$ cat config.mk
export PLATFORM = sky130hd
export DESIGN_NAME = uart_text_console_flat
export DESIGN_NICKNAME = d
export VERILOG_FILES = /design/src/rtl/uart_text_console_if.sv /design/src/rtl/uart_text_console.sv /design/src/flat_wrapper.sv
export SDC_FILE = /design/constraint.sdc
export NUM_CORES = 1
export LEC_CHECK = 0
export ABC_AREA = 1
export BUFFER_PORTS_ARGS = -buffer_cell sky130_fd_sc_hd__buf_2
export CAP_MARGIN = 20
export CORE_MARGIN = 3
export CORE_UTILIZATION = 40
export CTS_CLUSTER_SIZE = 30
export DETAILED_ROUTE_END_ITERATION = 6
export SYNTH_ARGS = -nofsm -noshare
export SYNTH_HDL_FRONTEND = slang
export SYNTH_SLANG_ARGS = --single-unit
$ cat constraint.sdc
create_clock -name clk_72m -period 5.8 [get_ports clk_72m]
set_clock_uncertainty 0.15 [all_clocks]
set_input_delay 1.16 -clock clk_72m [delete_from_list [all_inputs] [get_ports clk_72m]]
set_output_delay 1.16 -clock clk_72m [all_outputs]
set_load 0.02 [all_outputs]
$ cat src/rtl/uart_text_console_if.sv
// Bundle between the UART receiver / LCD VRAM port and the text console.
// master = receiver and display side, slave = the console itself.
interface uart_text_console_if #(
   parameter int ADDR_W = 12
);
   logic [7:0]        rx_data;
   logic              rx_ready;
   logic              overflow;
   logic              vram_ce;
   logic [ADDR_W-1:0] vram_addr;
   logic [15:0]       vram_data;
   logic [7:0]        cursor_col;
   logic [7:0]        cursor_row;
   logic [7:0]        row_base;
   logic              busy;

   modport master (
      output rx_data, rx_ready,
      input  overflow, vram_ce, vram_addr, vram_data,
             cursor_col, cursor_row, row_base, busy
   );

   modport slave (
      input  rx_data, rx_ready,
      output overflow, vram_ce, vram_addr, vram_data,
             cursor_col, cursor_row, row_base, busy
   );
endinterface

$ cat src/rtl/uart_text_console.sv
// Text console: buffers UART bytes in a FIFO and writes {ATTR,char} cells into VRAM at a cursor.
// Define CONSOLE_SCROLL_EN to get hardware scroll (row_base advance plus bottom-row clear) on the last row.
module uart_text_console #(
   parameter int         COLS       = 50,
   parameter int         ROWS       = 15,
   parameter int         ADDR_W     = 12,
   parameter int         FIFO_DEPTH = 16,
   parameter logic [7:0] ATTR       = 8'hF0,
   parameter logic [7:0] BLANK      = 8'h20
) (
   input logic                clk_72m,
   input logic                reset,
   uart_text_console_if.slave bus
);
   localparam int                PW        = $clog2(FIFO_DEPTH);
   localparam logic [ADDR_W-1:0] LAST_CELL = ADDR_W'(COLS * ROWS - 1);
   localparam logic [7:0]        LAST_COL  = 8'(COLS - 1);
   localparam logic [7:0]        LAST_ROW  = 8'(ROWS - 1);

   typedef enum logic [1:0] {CLEAR, IDLE, EXEC, ROWCLR} state_t;
   state_t state, next_state;

   logic [7:0]        fifo_mem [FIFO_DEPTH];
   logic [PW-1:0]     wr_ptr, rd_ptr;
   logic [PW:0]       fifo_cnt;
   logic              fifo_full, fifo_empty, push, pop;

   logic [7:0]        cur_byte, col_q, row_q, base_q, nxt_col, nxt_row;
   logic [ADDR_W-1:0] cnt_q, nxt_cnt, row_addr, wr_addr;
   logic [8:0]        row_sum, phys_row;
   logic              wr_en, do_nl;
   logic [7:0]        wr_char;

   logic              vram_ce_q, overflow_q, busy_q;
   logic [ADDR_W-1:0] vram_addr_q;
   logic [15:0]       vram_data_q;

   assign fifo_full  = (fifo_cnt == (PW+1)'(FIFO_DEPTH));
   assign fifo_empty = (fifo_cnt == '0);
   assign push       = bus.rx_ready && !fifo_full;

   // FIFO bookkeeping; a byte offered while full is dropped and flagged
   always_ff @(posedge clk_72m or negedge reset) begin
      if (!reset) begin
         wr_ptr     <= '0;
         rd_ptr     <= '0;
         fifo_cnt   <= '0;
         overflow_q <= 1'b0;
      end else begin
         overflow_q <= bus.rx_ready && fifo_full;
         if (push) wr_ptr <= wr_ptr + PW'(1);
         if (pop)  rd_ptr <= rd_ptr + PW'(1);
         if (push && !pop)      fifo_cnt <= fifo_cnt + (PW+1)'(1);
         else if (pop && !push) fifo_cnt <= fifo_cnt - (PW+1)'(1);
      end
   end

   always_ff @(posedge clk_72m) begin
      if (push) fifo_mem[wr_ptr] <= bus.rx_data;
   end

   // Logical row to physical row without a divider: the sum is below 2*ROWS
   assign row_sum  = {1'b0, base_q} + {1'b0, row_q};
   assign phys_row = (row_sum >= 9'(ROWS)) ? (row_sum - 9'(ROWS)) : row_sum;
   assign row_addr = ADDR_W'(phys_row) * ADDR_W'(COLS);

`ifdef CONSOLE_SCROLL_EN
   logic [7:0] nxt_base;
`else
   assign base_q = 8'd0;
`endif

   always_comb begin
      next_state = state;
      nxt_col    = col_q;
      nxt_row    = row_q;
      nxt_cnt    = cnt_q;
`ifdef CONSOLE_SCROLL_EN
      nxt_base   = base_q;
`endif
      wr_en      = 1'b0;
      wr_addr    = row_addr + ADDR_W'(col_q);
      wr_char    = cur_byte;
      pop        = 1'b0;
      do_nl      = 1'b0;
      case (state)
         CLEAR: begin
            wr_en   = 1'b1;
            wr_addr = cnt_q;
            wr_char = BLANK;
            nxt_col = 8'd0;
            nxt_row = 8'd0;
            if (cnt_q == LAST_CELL) begin
               nxt_cnt    = '0;
               next_state = IDLE;
            end else begin
               nxt_cnt = cnt_q + ADDR_W'(1);
            end
         end
         IDLE: begin
            if (!fifo_empty) begin
               pop        = 1'b1;
               next_state = EXEC;
            end
         end
         EXEC: begin
            next_state = IDLE;
            if (cur_byte >= 8'h20 && cur_byte <= 8'h7E) begin
               wr_en = 1'b1;
               if (col_q == LAST_COL) do_nl = 1'b1;
               else                   nxt_col = col_q + 8'd1;
            end else begin
               case (cur_byte)
                  8'h0D: nxt_col = 8'd0;
                  8'h0A: do_nl = 1'b1;
                  8'h08: begin
                     if (col_q != 8'd0) begin
                        nxt_col = col_q - 8'd1;
                        wr_en   = 1'b1;
                        wr_char = BLANK;
                        wr_addr = row_addr + ADDR_W'(col_q - 8'd1);
                     end
                  end
                  8'h0C: begin
`ifdef CONSOLE_SCROLL_EN
                     nxt_base   = 8'd0;
`endif
                     nxt_col    = 8'd0;
                     nxt_row    = 8'd0;
                     nxt_cnt    = '0;
                     next_state = CLEAR;
                  end
                  default: ;
               endcase
            end
            if (do_nl) begin
               nxt_col = 8'd0;
               if (row_q != LAST_ROW) begin
                  nxt_row = row_q + 8'd1;
               end else begin
`ifdef CONSOLE_SCROLL_EN
                  nxt_base   = (base_q == LAST_ROW) ? 8'd0 : base_q + 8'd1;
                  nxt_cnt    = '0;
                  next_state = ROWCLR;
`else
                  nxt_row = 8'd0;
`endif
               end
            end
         end
`ifdef CONSOLE_SCROLL_EN
         // row_base has already advanced, so the cursor row now maps onto the stale physical row
         ROWCLR: begin
            wr_en   = 1'b1;
            wr_addr = row_addr + cnt_q;
            wr_char = BLANK;
            if (cnt_q == ADDR_W'(LAST_COL)) begin
               nxt_cnt    = '0;
               next_state = IDLE;
            end else begin
               nxt_cnt = cnt_q + ADDR_W'(1);
            end
         end
`endif
         default: next_state = IDLE;
      endcase
   end

   always_ff @(posedge clk_72m or negedge reset) begin
      if (!reset) begin
         state       <= CLEAR;
         col_q       <= 8'd0;
         row_q       <= 8'd0;
         cnt_q       <= '0;
         cur_byte    <= 8'd0;
         vram_ce_q   <= 1'b0;
         vram_addr_q <= '0;
         vram_data_q <= 16'd0;
         busy_q      <= 1'b1;
      end else begin
         state     <= next_state;
         col_q     <= nxt_col;
         row_q     <= nxt_row;
         cnt_q     <= nxt_cnt;
         vram_ce_q <= wr_en;
         busy_q    <= (state == CLEAR) || (state == ROWCLR);
         if (pop) cur_byte <= fifo_mem[rd_ptr];
         if (wr_en) begin
            vram_addr_q <= wr_addr;
            vram_data_q <= {ATTR, wr_char};
         end
      end
   end

`ifdef CONSOLE_SCROLL_EN
   always_ff @(posedge clk_72m or negedge reset) begin
      if (!reset) base_q <= 8'd0;
      else        base_q <= nxt_base;
   end
`endif

   assign bus.overflow   = overflow_q;
   assign bus.vram_ce    = vram_ce_q;
   assign bus.vram_addr  = vram_addr_q;
   assign bus.vram_data  = vram_data_q;
   assign bus.cursor_col = col_q;
   assign bus.cursor_row = row_q;
   assign bus.row_base   = base_q;
   assign bus.busy       = busy_q;
endmodule

$ cat src/flat_wrapper.sv
// flat-port wrapper written by rule: the top's interface ports become plain ports
module uart_text_console_flat 
#(
   parameter int         COLS       = 50,
   parameter int         ROWS       = 15,
   parameter int         ADDR_W     = 12,
   parameter int         FIFO_DEPTH = 16,
   parameter logic [7:0] ATTR       = 8'hF0,
   parameter logic [7:0] BLANK      = 8'h20
)
  (clk_72m, reset, bus_rx_data, bus_rx_ready, bus_overflow, bus_vram_ce, bus_vram_addr, bus_vram_data, bus_cursor_col, bus_cursor_row, bus_row_base, bus_busy);
  uart_text_console_if #(.ADDR_W(ADDR_W)) bus_i ();
  input logic clk_72m;
  input logic reset;
  input wire logic [$bits(bus_i.rx_data)-1:0] bus_rx_data;
  input wire logic [$bits(bus_i.rx_ready)-1:0] bus_rx_ready;
  output wire logic [$bits(bus_i.overflow)-1:0] bus_overflow;
  output wire logic [$bits(bus_i.vram_ce)-1:0] bus_vram_ce;
  output wire logic [$bits(bus_i.vram_addr)-1:0] bus_vram_addr;
  output wire logic [$bits(bus_i.vram_data)-1:0] bus_vram_data;
  output wire logic [$bits(bus_i.cursor_col)-1:0] bus_cursor_col;
  output wire logic [$bits(bus_i.cursor_row)-1:0] bus_cursor_row;
  output wire logic [$bits(bus_i.row_base)-1:0] bus_row_base;
  output wire logic [$bits(bus_i.busy)-1:0] bus_busy;
  assign bus_i.rx_data = bus_rx_data;
  assign bus_i.rx_ready = bus_rx_ready;
  assign bus_overflow = bus_i.overflow;
  assign bus_vram_ce = bus_i.vram_ce;
  assign bus_vram_addr = bus_i.vram_addr;
  assign bus_vram_data = bus_i.vram_data;
  assign bus_cursor_col = bus_i.cursor_col;
  assign bus_cursor_row = bus_i.cursor_row;
  assign bus_row_base = bus_i.row_base;
  assign bus_busy = bus_i.busy;
  uart_text_console #(.COLS(COLS), .ROWS(ROWS), .ADDR_W(ADDR_W), .FIFO_DEPTH(FIFO_DEPTH), .ATTR(ATTR), .BLANK(BLANK)) u_core (.clk_72m(clk_72m), .reset(reset), .bus(bus_i));
endmodule
==> flow_summary.toml <==
[setup_path]
slowest_stage = "dfrtp_2"
worst-path-buf-inv = 3
reg2reg_slack_ns = 0.51
start_kind = "register"
cp_data_required_time_ns = 6.06
critPathMaxFanout = 8
crit_path_end_kind = "register"
crit_type = "reg -> reg"
r2r-start = "u_core.bus.cursor_row[0]"
cp_slowest_stage_delay_ns = 0.46
path_common_cell = "ha_1"
r2r_cells = 25
cp_top_family = "adder cells"
arrival_ns = 5.55
r2r_end = "u_core.bus.vram_addr[10]"

[timing]
finalMaxSlewViolations = 0
tightest_slew_ns = 0.851
rsz0062_at_grt = "false"
slew_headroom = 0.430
fmax_ghz = 0.189
period_share = 0.912
fin_crit_ns = 5.29
hold_viol = 0
setup_viol = 0
final.setup.tns_ns = 0

[place]
gp_congestion = 0.922
dp_hpwl_um = 18000
dp.cells = 1452
port_buffers = 53
dpl-instance-area_um2 = 11400

[yosys]
ys.flop_type = "edfxtp_1"
synthCells = 1094
synth-seq-area-share = 0.525
ys_types = 60
ys_ff_latch = 203
syn_avg_cell_area_um2 = 9.96
synth_area_leaders = "edfxtp_1 (35%), dfrtp_1 (17%), ha_1 (6.5%)"
synth_top_area_cell = "edfxtp_1"
yosysWarningCount = 0
synth_top_area_frac = 0.353
synthTopCellsByCount = "nand2_1 (144), nor2_1 (133), edfxtp_1 (128)"
syn-cell-area_um2 = 10900
yosysMostFrequentCell = "nand2_1"
synthArstFlopShare = 0.369
synth_edf_count = 128

[finish]
fin_area_um2 = 12200
areaGrowthSynthToFinish_pct = 11.6
layout-drive-gt1-share = 0.134
nets = 1218
antenna_cells = 0
finalNonFillerCells = 1495

[floorplan]
coreArea_um2 = 26400
die_w_um = 171
start_util = 0.412
ioPinCount = 66
placementRows = 59
die_y_um = 171
die-area_um2 = 29300

[clock_network]
cts.sinks = 203
clk_latency_ns = 0.52
clk_path_buf_depth = 3
post-cts-setup-buffers = 0
cts_tree = "yes"
htreeDepth = 1
clk_pin_slew_worst_paths_ns = 0.07
root_buffer = "clkbuf_16"
cts_made_buffers = 23

[grt]
grt_pass1_wl_um = 41500
grt_usage = 0.179
grt_overflow = 0
first_global_vias = 7757
grt_max_degree = 68
antenna_found_initial = 0

[route]
vias = 7974
avgRoutedWirePerCell_um = 17.3
vias_per_cell = 5.33
drtAntennaViolNets = 0
routed_wl_um = 25900
drt_iter0_drc = 583
drcViolationCount = 0
drtPass1Iterations = 5

[power_and_ir_drop]
p_leak_uw = 0.00504
power.density_nw_per_um2 = 279
ir_drop_mv = 0.264

[outcome]
status = "complete, no violations"

[min_path]
hold_path.startpoint = "u_core.cnt_q[3]"
hold_depth = 1
whs_endpoint = "u_core.cnt_q[3]"
hold_path_class = "reg -> reg"

[job]
drv_cap = 0
## where the power goes
group / internal, uW / switching (uW) / total, uW
registers: 1670 / 51.9 / 1720
clock network: 809 / 585 / 1390
logic: 81.2 / 199 / 280
total: 2560 / 836 / 3390
## cells by family after synthesis
group | synth area share
and+or+nand+nor | 0.164
other | 0.000344
AOI/OAI and AO/OA | 0.122
buffers and inverters | 0.0675
muxes | 0.0202
adders and majority gates | 0.0783
xor gates and xnor gates | 0.0224
DFF | 0.525
## routing by layer
layer	global-route usage	part of all wire	vias up
li1	-	-	3886
met1	0.247	0.46	3854
met2	0.302	0.47	194
met3	0.0210	0.044	40
met4	0.0458	0.020	0
met5	0	0	-
## cell type report
| type | instances | area (um2) |
|---|---|---|
| Fill cell | 2480 | 14300 |
| Sequential cell | 203 | 5730 |
| Multi-Input combinational cell | 730 | 4480 |
| Clock buffer | 37 | 679 |
| Inverter | 126 | 483 |
| Tap cell | 335 | 419 |
| Timing Repair Buffer | 59 | 325 |
| Clock inverter | 5 | 42.5 |
## worst max path at each step
stage / endpoint / cells after the start / from
finish: u_core.bus.vram_addr[10] / 25 / u_core.bus.cursor_row[0]
global route: u_core.bus.vram_addr[10] / 28 / u_core.bus.cursor_row[0]
CTS: u_core.bus.vram_addr[10] / 25 / u_core.bus.cursor_row[0]
detailed placement: u_core.bus.vram_addr[10] / 25 / u_core.bus.cursor_row[0]
global placement: u_core.bus.vram_addr[10] / 25 / u_core.bus.cursor_row[0]
floorplan: u_core.bus.vram_addr[10] / 25 / u_core.bus.cursor_row[0]
## per-stage QoR
stage	hold WS, ns	setup WS [ns]	total power (uW)	util
CTS	0.325	0.501	3430	0.459
finish	0.328	0.509	3390	0.460
global placement	0.318	0.645	2020	0.432
detailed placement	0.317	0.537	2030	0.432
global route	0.352	0.0702	3530	0.460
floorplan	0.295	0.720	1930	-
## cell usage in the layout (no fill, tap or decap), types with 5 or more instances in the layout
master and count:
ha_1 57, o211ai_1 14, clkinv_1 5, inv_2 13
edfxtp_1 128, mux2i_1 22, nor2_1 133, nand2_2 10
conb_1 12, nand2_1 144, o31ai_1 5, nand4_1 15
a31oi_1 17, inv_1 106, o21ai_0 61, a21oi_1 45
o21ai_1 5, xor2_1 22, dfrtp_1 71, clkbuf_1 10
nor3_1 12, or2_2 6, o32ai_1 13, fa_1 7
o221ai_1 22, buf_2 52, buf_4 6, clkbuf_16 24
nand3_1 50
## state kept, by name, summed over array words and instances (netlist names)
name,flops
u_core.bus.busy,1
u_core.bus.cursor_col,8
u_core.bus.cursor_row,8
u_core.bus.overflow,1
u_core.bus.vram_addr,12
u_core.bus.vram_ce,1
u_core.bus.vram_data,9
u_core.cnt_q,12
u_core.cur_byte,8
u_core.fifo_cnt,5
u_core.fifo_mem,128
u_core.rd_ptr,4
u_core.state,2
u_core.wr_ptr,4
## timing repair
| action | CTS | global route |
|---|---|---|
| hold endpoints to repair | 0 | 0 |
| resized for setup | 0 | 1 |
| hold buffers | 0 | 0 |
| setup endpoints to repair | 0 | 1 |
Power figures use the tool's default switching activity.
